`src/rtl/vga_mem_arbiter.sv`:
```
// Shares one single-port VRAM between the VGA pixel fetch (strict priority) and a
// 2-deep CPU request FIFO. The video path is pipelined so rgb_out and the syncs appear 2 clks after the scan position.
module vga_mem_arbiter #(
  parameter int ADDR_W   = 15,
  parameter int DATA_W   = 12,
  parameter int FB_WORDS = 19200
) (
  input  logic              clk,
  input  logic              reset,
  input  logic [9:0]        pixel_addr_x,
  input  logic [9:0]        pixel_addr_y,
  input  logic              display_in,
  input  logic              h_sync_in,
  input  logic              v_sync_in,
  input  logic              cpu_req,
  input  logic              cpu_we,
  input  logic [ADDR_W-1:0] cpu_addr,
  input  logic [DATA_W-1:0] cpu_wdata,
  output logic              cpu_ready,
  output logic              cpu_rvalid,
  output logic [DATA_W-1:0] cpu_rdata,
  output logic              mem_en,
  output logic              mem_we,
  output logic [ADDR_W-1:0] mem_addr,
  output logic [DATA_W-1:0] mem_wdata,
  input  logic [DATA_W-1:0] mem_rdata,
  output logic [DATA_W-1:0] rgb_out,
  output logic              h_sync_out,
  output logic              v_sync_out
);

  localparam logic [ADDR_W:0] FB_LIMIT = FB_WORDS[ADDR_W:0];

  logic [9:0]        prev_x, prev_y;
  logic              run;
  logic              video_fetch;
  logic [ADDR_W-1:0] video_addr;

  logic [1:0]        count;
  logic              rd_ptr, wr_ptr;
  logic              fifo_we    [2];
  logic [ADDR_W-1:0] fifo_addr  [2];
  logic [DATA_W-1:0] fifo_wdata [2];
  logic              head_we;
  logic [ADDR_W-1:0] head_addr;
  logic [DATA_W-1:0] head_wdata;
  logic              head_in_fb;
  logic              push, pop;

  logic              vid_vld_p0, rd_vld_p0, rd_oob_p0;
  logic              disp_p0, hs_p0, vs_p0;

  // 4x4 pixel blocks of a 160-word-wide framebuffer
  assign video_addr  = ADDR_W'(pixel_addr_y[9:2]) * ADDR_W'(160) + ADDR_W'(pixel_addr_x[9:2]);
  assign video_fetch = !reset && display_in &&
                       ({pixel_addr_x, pixel_addr_y} != {prev_x, prev_y});

  assign head_we    = fifo_we[rd_ptr];
  assign head_addr  = fifo_addr[rd_ptr];
  assign head_wdata = fifo_wdata[rd_ptr];
  assign head_in_fb = ({1'b0, head_addr} < FB_LIMIT);

  // run holds cpu_ready low for the first cycle after reset release
  assign cpu_ready = run && (count != 2'd2);
  assign push      = cpu_req && cpu_ready;
  assign pop       = !video_fetch && (count != 2'd0);

  always_comb begin
    mem_en    = 1'b0;
    mem_we    = 1'b0;
    mem_addr  = head_addr;
    mem_wdata = head_wdata;
    if (video_fetch) begin
      mem_en   = 1'b1;
      mem_addr = video_addr;
    end else if (pop && head_in_fb) begin
      mem_en = 1'b1;
      mem_we = head_we;
    end
  end

  assign cpu_rvalid = rd_vld_p0;
  assign cpu_rdata  = (rd_vld_p0 && !rd_oob_p0) ? mem_rdata : '0;

  always_ff @(posedge clk or posedge reset) begin
    if (reset) begin
      prev_x <= 10'h3FF;
      prev_y <= 10'h3FF;
      run    <= 1'b0;
      count  <= 2'd0;
      rd_ptr <= 1'b0;
      wr_ptr <= 1'b0;
    end else begin
      prev_x <= pixel_addr_x;
      prev_y <= pixel_addr_y;
      run    <= 1'b1;
      if (push) wr_ptr <= !wr_ptr;
      if (pop)  rd_ptr <= !rd_ptr;
      case ({push, pop})
        2'b10:   count <= count + 2'd1;
        2'b01:   count <= count - 2'd1;
        default: count <= count;
      endcase
    end
  end

  always_ff @(posedge clk) begin
    if (push) begin
      fifo_we[wr_ptr]    <= cpu_we;
      fifo_addr[wr_ptr]  <= cpu_addr;
      fifo_wdata[wr_ptr] <= cpu_wdata;
    end
  end

  // stage p0: issue cycle -> return tags and first delay slot
  always_ff @(posedge clk or posedge reset) begin
    if (reset) begin
      vid_vld_p0 <= 1'b0;
      rd_vld_p0  <= 1'b0;
      rd_oob_p0  <= 1'b0;
      disp_p0    <= 1'b0;
      hs_p0      <= 1'b1;
      vs_p0      <= 1'b1;
    end else begin
      vid_vld_p0 <= video_fetch;
      rd_vld_p0  <= pop && !head_we;
      rd_oob_p0  <= pop && !head_we && !head_in_fb;
      disp_p0    <= display_in;
      hs_p0      <= h_sync_in;
      vs_p0      <= v_sync_in;
    end
  end

  // stage p1: data return -> pixel and sync outputs
  always_ff @(posedge clk or posedge reset) begin
    if (reset) begin
      rgb_out    <= '0;
      h_sync_out <= 1'b1;
      v_sync_out <= 1'b1;
    end else begin
      h_sync_out <= hs_p0;
      v_sync_out <= vs_p0;
      if (vid_vld_p0)    rgb_out <= mem_rdata;
      else if (!disp_p0) rgb_out <= '0;
    end
  end

endmodule

```
`config.mk`:
```
export PLATFORM = sky130hd
export DESIGN_NAME = vga_mem_arbiter
export DESIGN_NICKNAME = d
export VERILOG_FILES = /design/src/rtl/vga_mem_arbiter.sv
export SDC_FILE = /design/constraint.sdc
export NUM_CORES = 1
export LEC_CHECK = 0
export ABC_AREA = 1
export CAP_MARGIN = 20
export CORE_ASPECT_RATIO = 0.9
export CORE_MARGIN = 2
export CORE_UTILIZATION = 35
export CTS_CLUSTER_DIAMETER = 150
export DETAILED_ROUTE_END_ITERATION = 8
export DONT_BUFFER_PORTS = 1
export GPL_TIMING_DRIVEN = 0
export MAX_ROUTING_LAYER = met4
export PLACE_DENSITY = 0.55
export SLEW_MARGIN = 20
export SYNTH_ARGS = -nofsm -noshare
export SYNTH_HDL_FRONTEND = slang
export SYNTH_SLANG_ARGS = --single-unit
```
`constraint.sdc`:
```
create_clock -name clk -period 2.9 [get_ports clk]
set_input_delay 0.58 -clock clk [delete_from_list [all_inputs] [get_ports clk]]
set_output_delay 0.58 -clock clk [all_outputs]
set_load 0.01 [all_outputs]
```
==> After elaboration in Yosys (flattened, before gate mapping) <==
Memories as Yosys holds them, arrays and structs flattened.
Cells that the tools add are included.
{ "word_totals": {"register_bits": 45, "ram_bits": 56, "input_bits": 66, "output_inout_bits": 57, "word_cells": 57, "mem_count": 3} }
{ "op_classes": {"addsub": 3, "mul": 1, "n_lt_le_gt_ge": 1, "eq_ne": 5, "n_mux": 11, "n_reduce_logical": 18} }
{ "memory_table": {"columns": ["memory", "words", "width", "rd", "rd_ports_with_merged_regs", "write_ports", "line", "rtl"], "rows": [
  ["fifo_addr", 2, 15, 1, 0, 1, "42", "logic [ADDR_W-1:0] fifo_addr [2];"],
  ["fifo_wdata", 2, 12, 1, 0, 1, "43", "logic [DATA_W-1:0] fifo_wdata [2];"],
  ["fifo_we", 2, 1, 1, 0, 1, "41", "logic fifo_we [2];"]
]} }
{ "ops": {"columns": ["op", "n"], "rows": [
  ["2-to-1 mux 12 bit", 3],
  ["inequality test 20 bit", 1],
  ["adder 15 x 8 -> 15 bit", 1],
  ["less-than comparator 15 bit, second input constant", 1],
  ["2-to-1 mux 15 bit", 1],
  ["multiplier 8 x 3 -> 10 bit, second input constant", 1],
  ["logical AND 1 bit", 9],
  ["zero test 1 bit", 7],
  ["2-to-1 mux 1 bit", 6],
  ["inequality test 2 bit, second input constant", 2],
  ["case mux 2 bit (2 select lines)", 1],
  ["nonzero test 2 bit", 2],
  ["adder 2 x 1 -> 2 bit, second input constant", 1],
  ["== test 2 x 1 -> 1 bit, second input constant", 1],
  ["== test 2 bit, second input constant", 1],
  ["subtractor 2 x 1 -> 2 bit, second input constant", 1]
]} }

==> Depth between registers and ports, before layout <==
Gate-level depths: netlist (run 1).
{ "depth": {"depth_word": 8, "ltp_mapped": 14, "ltp_nobuf": 14} }

==> Worst setup path after synthesis (run 1) <==
Ideal clock, no wire load.
{ "synth_path": {"kind": "input -> output", "from": "input pixel_addr_y[3]", "to": "output mem_addr[12]", "t_arrival_ns": 2.375, "required_time_ns": 2.320, "slack_ns": -0.055, "stages": 10, "path_buffers": 0, "path_cell_list": "ha_1 ha_1 inv_1 fa_1 nor2_1 nand3_1 nor2_1 nand2_1 xnor2_1 o21ai_0"} }
{ "synth_between": {"elab_chain_cells": 3, "elab_cells_between_ends": 5, "classes_between": "add/sub (1); mul (1); eq/ne (1); mux (1); reduce/logical (1)"} }
{ "synth_lines": {"columns": ["item", "line", "rtl"], "rows": [
  ["start: declaration", "11", "input logic [9:0] pixel_addr_y,"],
  ["multiplier 8 x 3 -> 10 bit or inequality test 20 bit (tied branches)", "54, 56", null],
  ["adder 15 x 8 -> 15 bit or logical AND 1 bit (tied branches)", "54, 55", null],
  ["2-to-1 mux 15 bit *", "73", "if (video_fetch) begin"],
  ["end: declaration", "24", "output logic [ADDR_W-1:0] mem_addr,"]
]} }
Mark *: on every way between the ends. The rest lies on a longest branch, timed or not.

==> Worst setup path after layout (run 1) <==
{ "layout_path": {"from": "input pixel_addr_y[3]", "to": "output mem_addr[14]"} }
Same word-level chain as after synthesis.

==> impl_metrics.ini, run 1 <==
[global_route]
grt_util_all_layers = 0.156
antenna_found_initial = 0
first_global_vias = 3303
grt_pass1_wl_um = 16800
grt_max_degree = 26
grt-ovfl-total = 0

[worst_setup_path]
crit_arrival_ps = 2400
r2r_slack_ps = 660
cpMostUsedCell = sky130_fd_sc_hd__nand2_1
timing.critical_path.cells = ha_4, ha_4, inv_2, fa_1, nor2_1, nand3_1, nor2_1, nand2_1, nor2_2, nand2_1, nand2_1, nand3_2, nand2_4
critPathSlowestCell = sky130_fd_sc_hd__fa_1
launch_point_of_the_worst_path = pixel_addr_y[3]
timing.reg2reg.worst_path_depth = 7
path_max_fanout = 5
capturing_element_type_of_the_critical_path = output pin
crit_family = simple AND/OR/NAND/NOR gates
crit_path_max_incr_delay_ps = 480
worst-path-stages = 13
r2r_end = count[1]$_DFFE_PP0P_
critPathLaunchType = primary input
crit_path_end = mem_addr[14]
worstSetupPathType = primary input to output pin
rr_startpoint = count[0]$_DFFE_PP0P_
worst-path-buf-inv = 1
cp.required_ps = 2320

[drt]
via_count = 3499
vias_per_cell = 4.55
route.final.wire_length_um = 11200
post-route-drc-count = 0
ant_nets = 0
dr.pass1.iters = 4
detailedRoute.firstIterationViolations = 193
average_wire_per_standard_cell_um = 14.5

[power]
share_seq_of_total_power = 0.422
design_power_total_mw = 4.26
vdd_drop_max_v = 0.000429
power_density_mw_per_mm2 = 755
leakagePower_nw = 2.60
internal_power_mw = 2.76
switching_power_mw = 1.51
pwr-share-clk = 0.290
share_comb_of_total_power = 0.288
switching_share = 0.353

[sta]
final_hold_viol_count = 0
worst_pin_slew_ps = 648
skew_ps = 10.4
final-setup-viol-count = 2
rsz0062_at_grt = true
fin_crit_sh = 1.03
slew_violations = 0
max-slew-margin-rel = 0.564
hold-worst-slack_ps = 153
fin_ws_ps = -83.6
timing.final.crit_period_ps = 2980
max_clock_freq_ghz = 0.335

[yosys]
postSynthAreaPerCell_um2 = 8.90
netlist_instances = 555
netlist-cell-type-count = 33
yosysWarningCount = 0
synth-seq-cells = 101
synthMuxAreaShare = 0
netlist_top_cells_area = sky130_fd_sc_hd__edfxtp_1, sky130_fd_sc_hd__nand2_1, sky130_fd_sc_hd__dfstp_2
yosys.area_share.simple = 0.236
synth-compound-area-share = 0.0426
synth.top_cell.area_share = 0.340
share_of_synthesized_cell_area_in_full_adder_half_adder_and_majority_cells = 0.0486
synth.largest_area_cell = sky130_fd_sc_hd__edfxtp_1
synth_area_mm2 = 0.00494
synth_nets = 639
main_combinational_cell_family_by_area_after_synthesis = simple AND/OR/NAND/NOR gates
synthXorXnorAreaFrac = 0.0266
post_synthesis_sequential_area_ratio = 0.574

[cts]
ctsLongestPathBuffers = 2
clkTransAtPathRegs_ps = 70
htreeDepth = 3
cts_root_buf = sky130_fd_sc_hd__clkbuf_16
cts.sink_count = 101
cts_tree = done
numCtsBuffers = 9
clock_latency_ps = 360

[floorplan]
io-pin-count = 123
rows = 41
area_of_the_core_region_mm2 = 0.0139
fp.dieW_um = 129
die_area_mm2 = 0.0151
initial_core_util = 0.355
chipHeight_um = 117

[placement]
post-place-cells = 751
gpl.final_weighted_congestion = 0.825
place.port_buffers = 0
place_worst_setup_slack_ps = -246
place.detailed.hpwl_um = 8540

[finish]
drive_gt1_frac = 0.123
final_cell_count_no_fill = 769
layout.cells.most_common_list = sky130_fd_sc_hd__nand2_1, sky130_fd_sc_hd__inv_1, sky130_fd_sc_hd__edfxtp_1
antenna_cells = 0
final_core_utilization = 0.406
layout_stage_area_growth_over_the_synthesis_result_pct = 14.3
layout_commonest_cell = sky130_fd_sc_hd__nand2_1
fin_nets = 655

[run_status]
violations_in_the_final_reports = setup timing
outcome = finished, violations left

[worst_hold_path]
worstHoldPathType = primary input to asynchronous set/reset pin

[job]
maxCapViolCount = 0
-- metrics by stage --
| stage | setup TNS [ps] | instance area, um2 |
|---|---|---|
| floorplan | 0 | 4940 |
| global placement | -51670 | 5190 |
| detailed placement | -784 | 5280 |
| CTS | -91.9 | 5640 |
| global route | -473 | 5650 |
| finish | -148 | 5650 |
-- synthesized netlist by cell type --
master,count
sky130_fd_sc_hd__xor2_1,7
sky130_fd_sc_hd__nor2_1,47
sky130_fd_sc_hd__nand2_1,204
sky130_fd_sc_hd__or2_2,1
sky130_fd_sc_hd__edfxtp_1,56
sky130_fd_sc_hd__nand3b_1,1
sky130_fd_sc_hd__a21oi_1,4
sky130_fd_sc_hd__nand3_1,26
sky130_fd_sc_hd__ha_1,16
sky130_fd_sc_hd__dfstp_2,24
sky130_fd_sc_hd__o21ai_1,2
sky130_fd_sc_hd__o21ai_2,1
sky130_fd_sc_hd__a21oi_2,1
sky130_fd_sc_hd__inv_2,4
sky130_fd_sc_hd__or2_0,1
sky130_fd_sc_hd__nand2_2,1
sky130_fd_sc_hd__buf_4,2
sky130_fd_sc_hd__buf_6,1
sky130_fd_sc_hd__and2_0,2
sky130_fd_sc_hd__conb_1,1
sky130_fd_sc_hd__o21ai_0,28
sky130_fd_sc_hd__nand4_1,7
sky130_fd_sc_hd__clkbuf_1,8
sky130_fd_sc_hd__nor3_1,1
sky130_fd_sc_hd__buf_2,1
sky130_fd_sc_hd__and2_1,1
sky130_fd_sc_hd__dfrtp_1,21
sky130_fd_sc_hd__xnor2_1,8
sky130_fd_sc_hd__a21boi_0,1
sky130_fd_sc_hd__fa_1,2
sky130_fd_sc_hd__inv_1,73
sky130_fd_sc_hd__o31ai_1,1
sky130_fd_sc_hd__o21a_1,1
-- flip-flops by register name, indices dropped and copies added, names as in the netlist --
signal,count
fifo_addr,30
count,2
fifo_we,2
disp_p0,1
run,1
fifo_wdata,24
prev_y,10
rd_oob_p0,1
wr_ptr,1
v_sync_out,1
cpu_rvalid,1
vs_p0,1
vid_vld_p0,1
h_sync_out,1
hs_p0,1
prev_x,10
rgb_out,12
rd_ptr,1
-- worst min path at each step --
stage	cells after the start	startpoint	endpoint
6_report	1	reset	rgb_out[10]$_DFFE_PP0P_
5_1_grt	1	reset	rgb_out[10]$_DFFE_PP0P_
4_1_cts	1	reset	rgb_out[6]$_DFFE_PP0P_
3_5_place_dp	0	hs_p0$_DFF_PP1_	h_sync_out$_DFF_PP1_
3_3_place_gp	0	vs_p0$_DFF_PP1_	v_sync_out$_DFF_PP1_
2_1_floorplan	0	hs_p0$_DFF_PP1_	h_sync_out$_DFF_PP1_
-- power by group through the flow --
stage               Combinational (mW)  Clock (mW)  Sequential, mW
floorplan                        0.871           0            1.81
global placement                  1.15           0            1.82
detailed placement                1.21           0            1.83
CTS                               1.23        1.28            1.80
global route                      1.39        1.34            1.82
finish                            1.23        1.24            1.80
-- cell type report --
cell class | count | area, um2
Buffer | 12 | 61.3
Clock buffer | 9 | 225
Clock inverter | 7 | 80.1
Fill cell | 1361 | 8260
Inverter | 77 | 289
Multi-Input combinational cell | 365 | 1820
Sequential cell | 101 | 2840
Tap cell | 193 | 241
Timing Repair Buffer | 5 | 90.1
-- kinds of logic (layout without fill, tap and decap cells) --
family,count (synthesis),in the layout
simple gates,292,292
flops,101,101
buf+inv,89,110
compound gates,39,39
fa+ha+maj,18,18
xor+xnor,15,15
other cells,1,1
-- routing by layer --
layer,global-route usage,routed length [um]
met5,-,0
met2,0.244,5030
met4,0.0623,260
met1,0.176,4770
met3,0.0692,1120
-- what timing repair did --
action	4_1_cts	5_1_grt
cloned	0	0
hold buffers	0	0
setup endpoints to repair	5	6
buffers inserted	2	0
resized for setup	9	5
pin swaps	9	1
Note: power is estimated with default switching activity, not from simulation.
==> inputs of run 2 (changes only) <==
--- a/config.mk
+++ b/config.mk
@@ -8,7 +8,6 @@
 export ABC_AREA = 1
 export CAP_MARGIN = 20
 export CORE_ASPECT_RATIO = 0.9
-export CORE_MARGIN = 2
 export CORE_UTILIZATION = 35
 export CTS_CLUSTER_DIAMETER = 150
 export DETAILED_ROUTE_END_ITERATION = 8
==> impl_metrics.ini, run 2 (synthesis gave the netlist of run 1 again) <==
[cts]
cts_root_buf = sky130_fd_sc_hd__clkbuf_16
numCtsBuffers = 9
cts_hold_repair.buffers = 0
htreeDepth = 3
cts_tree = done
cts.sink_count = 101
clkTransAtPathRegs_ps = 70
clock_latency_ps = 350
ctsLongestPathBuffers = 2

[finish]
layout_stage_area_growth_over_the_synthesis_result_pct = 13.9
antenna_cells = 0
layout.cells.most_common_list = sky130_fd_sc_hd__nand2_1, sky130_fd_sc_hd__inv_1, sky130_fd_sc_hd__edfxtp_1
drive_gt1_frac = 0.128
fill_cells = 1351
register_area_mm2 = 0.00284
largest_register_ffs = 30
regMostFlops = fifo_addr
postLayoutCellArea_mm2 = 0.00563
final_cell_count_no_fill = 765
layout_commonest_cell = sky130_fd_sc_hd__nand2_1
reg.largest.list = fifo_addr x30, fifo_wdata x24, rgb_out x12
fin_nets = 655
multiInputGateArea_mm2 = 0.00182

[floorplan]
io-pin-count = 123
initial_core_util = 0.364
rows = 40
fp.dieW_um = 127
die_area_mm2 = 0.0146
chipHeight_um = 115
area_of_the_core_region_mm2 = 0.0136

[global_route]
antenna_found_initial = 0
grt_max_degree = 34
grt-ovfl-total = 0
grt_util_all_layers = 0.166
grt_pass1_wl_um = 17500
first_global_vias = 3513

[job]
maxCapViolCount = 0

[drt]
topRoutingLayerUsed = met4
via_count = 3533
dr.pass1.iters = 4
average_wire_per_standard_cell_um = 14.6
wl_met3_um = 919
route.final.wire_length_um = 11100
post-route-drc-count = 0
route.layer.met1.wl_um = 4860
detailedRoute.firstIterationViolations = 156
met2_length_um = 5120
ant_nets = 0
vias_per_cell = 4.62

[placement]
place.detailed.hpwl_um = 8400
place.port_buffers = 0
gpl.final_weighted_congestion = 0.858
placement.cell_area_mm2 = 0.00527
post-place-cells = 747

[sta]
max-slew-margin-rel = 0.596
fin_crit_sh = 1.00
worst_pin_slew_ps = 606
timing.final.crit_period_ps = 2900
rsz0062_at_grt = true
slew_violations = 0
fin_ws_ps = -0.850
final-setup-viol-count = 1
skew_ps = 8.26
max_clock_freq_ghz = 0.345
final_hold_viol_count = 0
hold-worst-slack_ps = 87.1

[power]
leakagePower_nw = 2.60
pwr-share-clk = 0.282
internal_power_mw = 2.67
switching_share = 0.359
switching_power_mw = 1.50
share_comb_of_total_power = 0.288
share_seq_of_total_power = 0.430
vdd_drop_max_v = 0.000494
design_power_total_mw = 4.18
power_density_mw_per_mm2 = 742

[worst_setup_path]
worstSetupPathType = primary input to output pin
capturing_element_type_of_the_critical_path = output pin
cp.required_ps = 2320
path_max_fanout = 5
crit_arrival_ps = 2320
critPathLaunchType = primary input

[run_status]
violations_in_the_final_reports = setup timing
outcome = finished, violations left

[worst_hold_path]
worstHoldPathType = primary input to asynchronous set/reset pin
-- run 2: area by class of cell --
cell class | count | share of cell area
Buffer | 12 | 0.0109
Clock buffer | 9 | 0.0400
Clock inverter | 7 | 0.0113
Inverter | 77 | 0.0514
Multi-Input combinational cell | 365 | 0.324
Sequential cell | 101 | 0.504
Tap cell | 189 | 0.0420
Timing Repair Buffer | 5 | 0.0160
-- run 2: timing repair --
action	CTS	global route
gates resized for setup	9	6
pin swaps	6	4
setup buffers	2	0
endpoints found under the setup margin	5	5
-- run 2: power groups by stage --
| stage | Sequential [mW] | Combinational (mW) | Clock, mW |
|---|---|---|---|
| after global placement | 1.82 | 1.14 | 0 |
| after global routing | 1.81 | 1.38 | 1.27 |
| after detailed placement | 1.82 | 1.20 | 0 |
| after floorplan | 1.81 | 0.871 | 0 |
| final | 1.79 | 1.20 | 1.18 |
| after CTS | 1.80 | 1.23 | 1.22 |
-- run 2: worst max-delay path: stages --
cell	delay (ps)
sky130_fd_sc_hd__ha_4	230
sky130_fd_sc_hd__ha_4	160
sky130_fd_sc_hd__inv_2	50
sky130_fd_sc_hd__fa_2	450
sky130_fd_sc_hd__nor2_2	120
sky130_fd_sc_hd__nand3_2	100
sky130_fd_sc_hd__nor2_2	140
sky130_fd_sc_hd__nand2_1	90
sky130_fd_sc_hd__o21ai_0	190
sky130_fd_sc_hd__nand2_1	70
sky130_fd_sc_hd__nand2_1	70
sky130_fd_sc_hd__nand2_2	90
-- run 2: final timing paths --
path | from | end | slack [ps] | depth (start not counted)
setup / recovery | pixel_addr_y[3] | mem_addr[13] | -0.9 | 12
min in group clk | h_sync_in | hs_p0$_DFF_PP1_ | 220 | 0
max in group asynchronous | reset | prev_x[1]$_DFF_PP1_ | 2230 | 2
setup reg to reg | count[0]$_DFFE_PP0P_ | fifo_addr[1][2]$_DFFE_PP_ | 720 | 5
hold reg to reg | hs_p0$_DFF_PP1_ | h_sync_out$_DFF_PP1_ | 360 | 0
hold / removal | reset | rd_oob_p0$_DFF_PP0_ | 90 | 1
-- run 2: per-stage QoR --
step           setup slack [ps]  TNS (ps)   util
6_report                 -0.850    -0.850  0.415
4_1_cts                   -41.9     -41.9  0.414
3_3_place_gp               -792    -49490  0.382
3_5_place_dp               -277     -1020  0.389
5_1_grt                   -95.3      -191  0.415
2_1_floorplan             0.765         0      -
-- run 2: routing by layer --
metal,GRT usage,up-vias
met5,-,-
met3,0.0640,15
met1,0.185,1627
met2,0.270,109
met4,0.0651,0
li1,-,1782
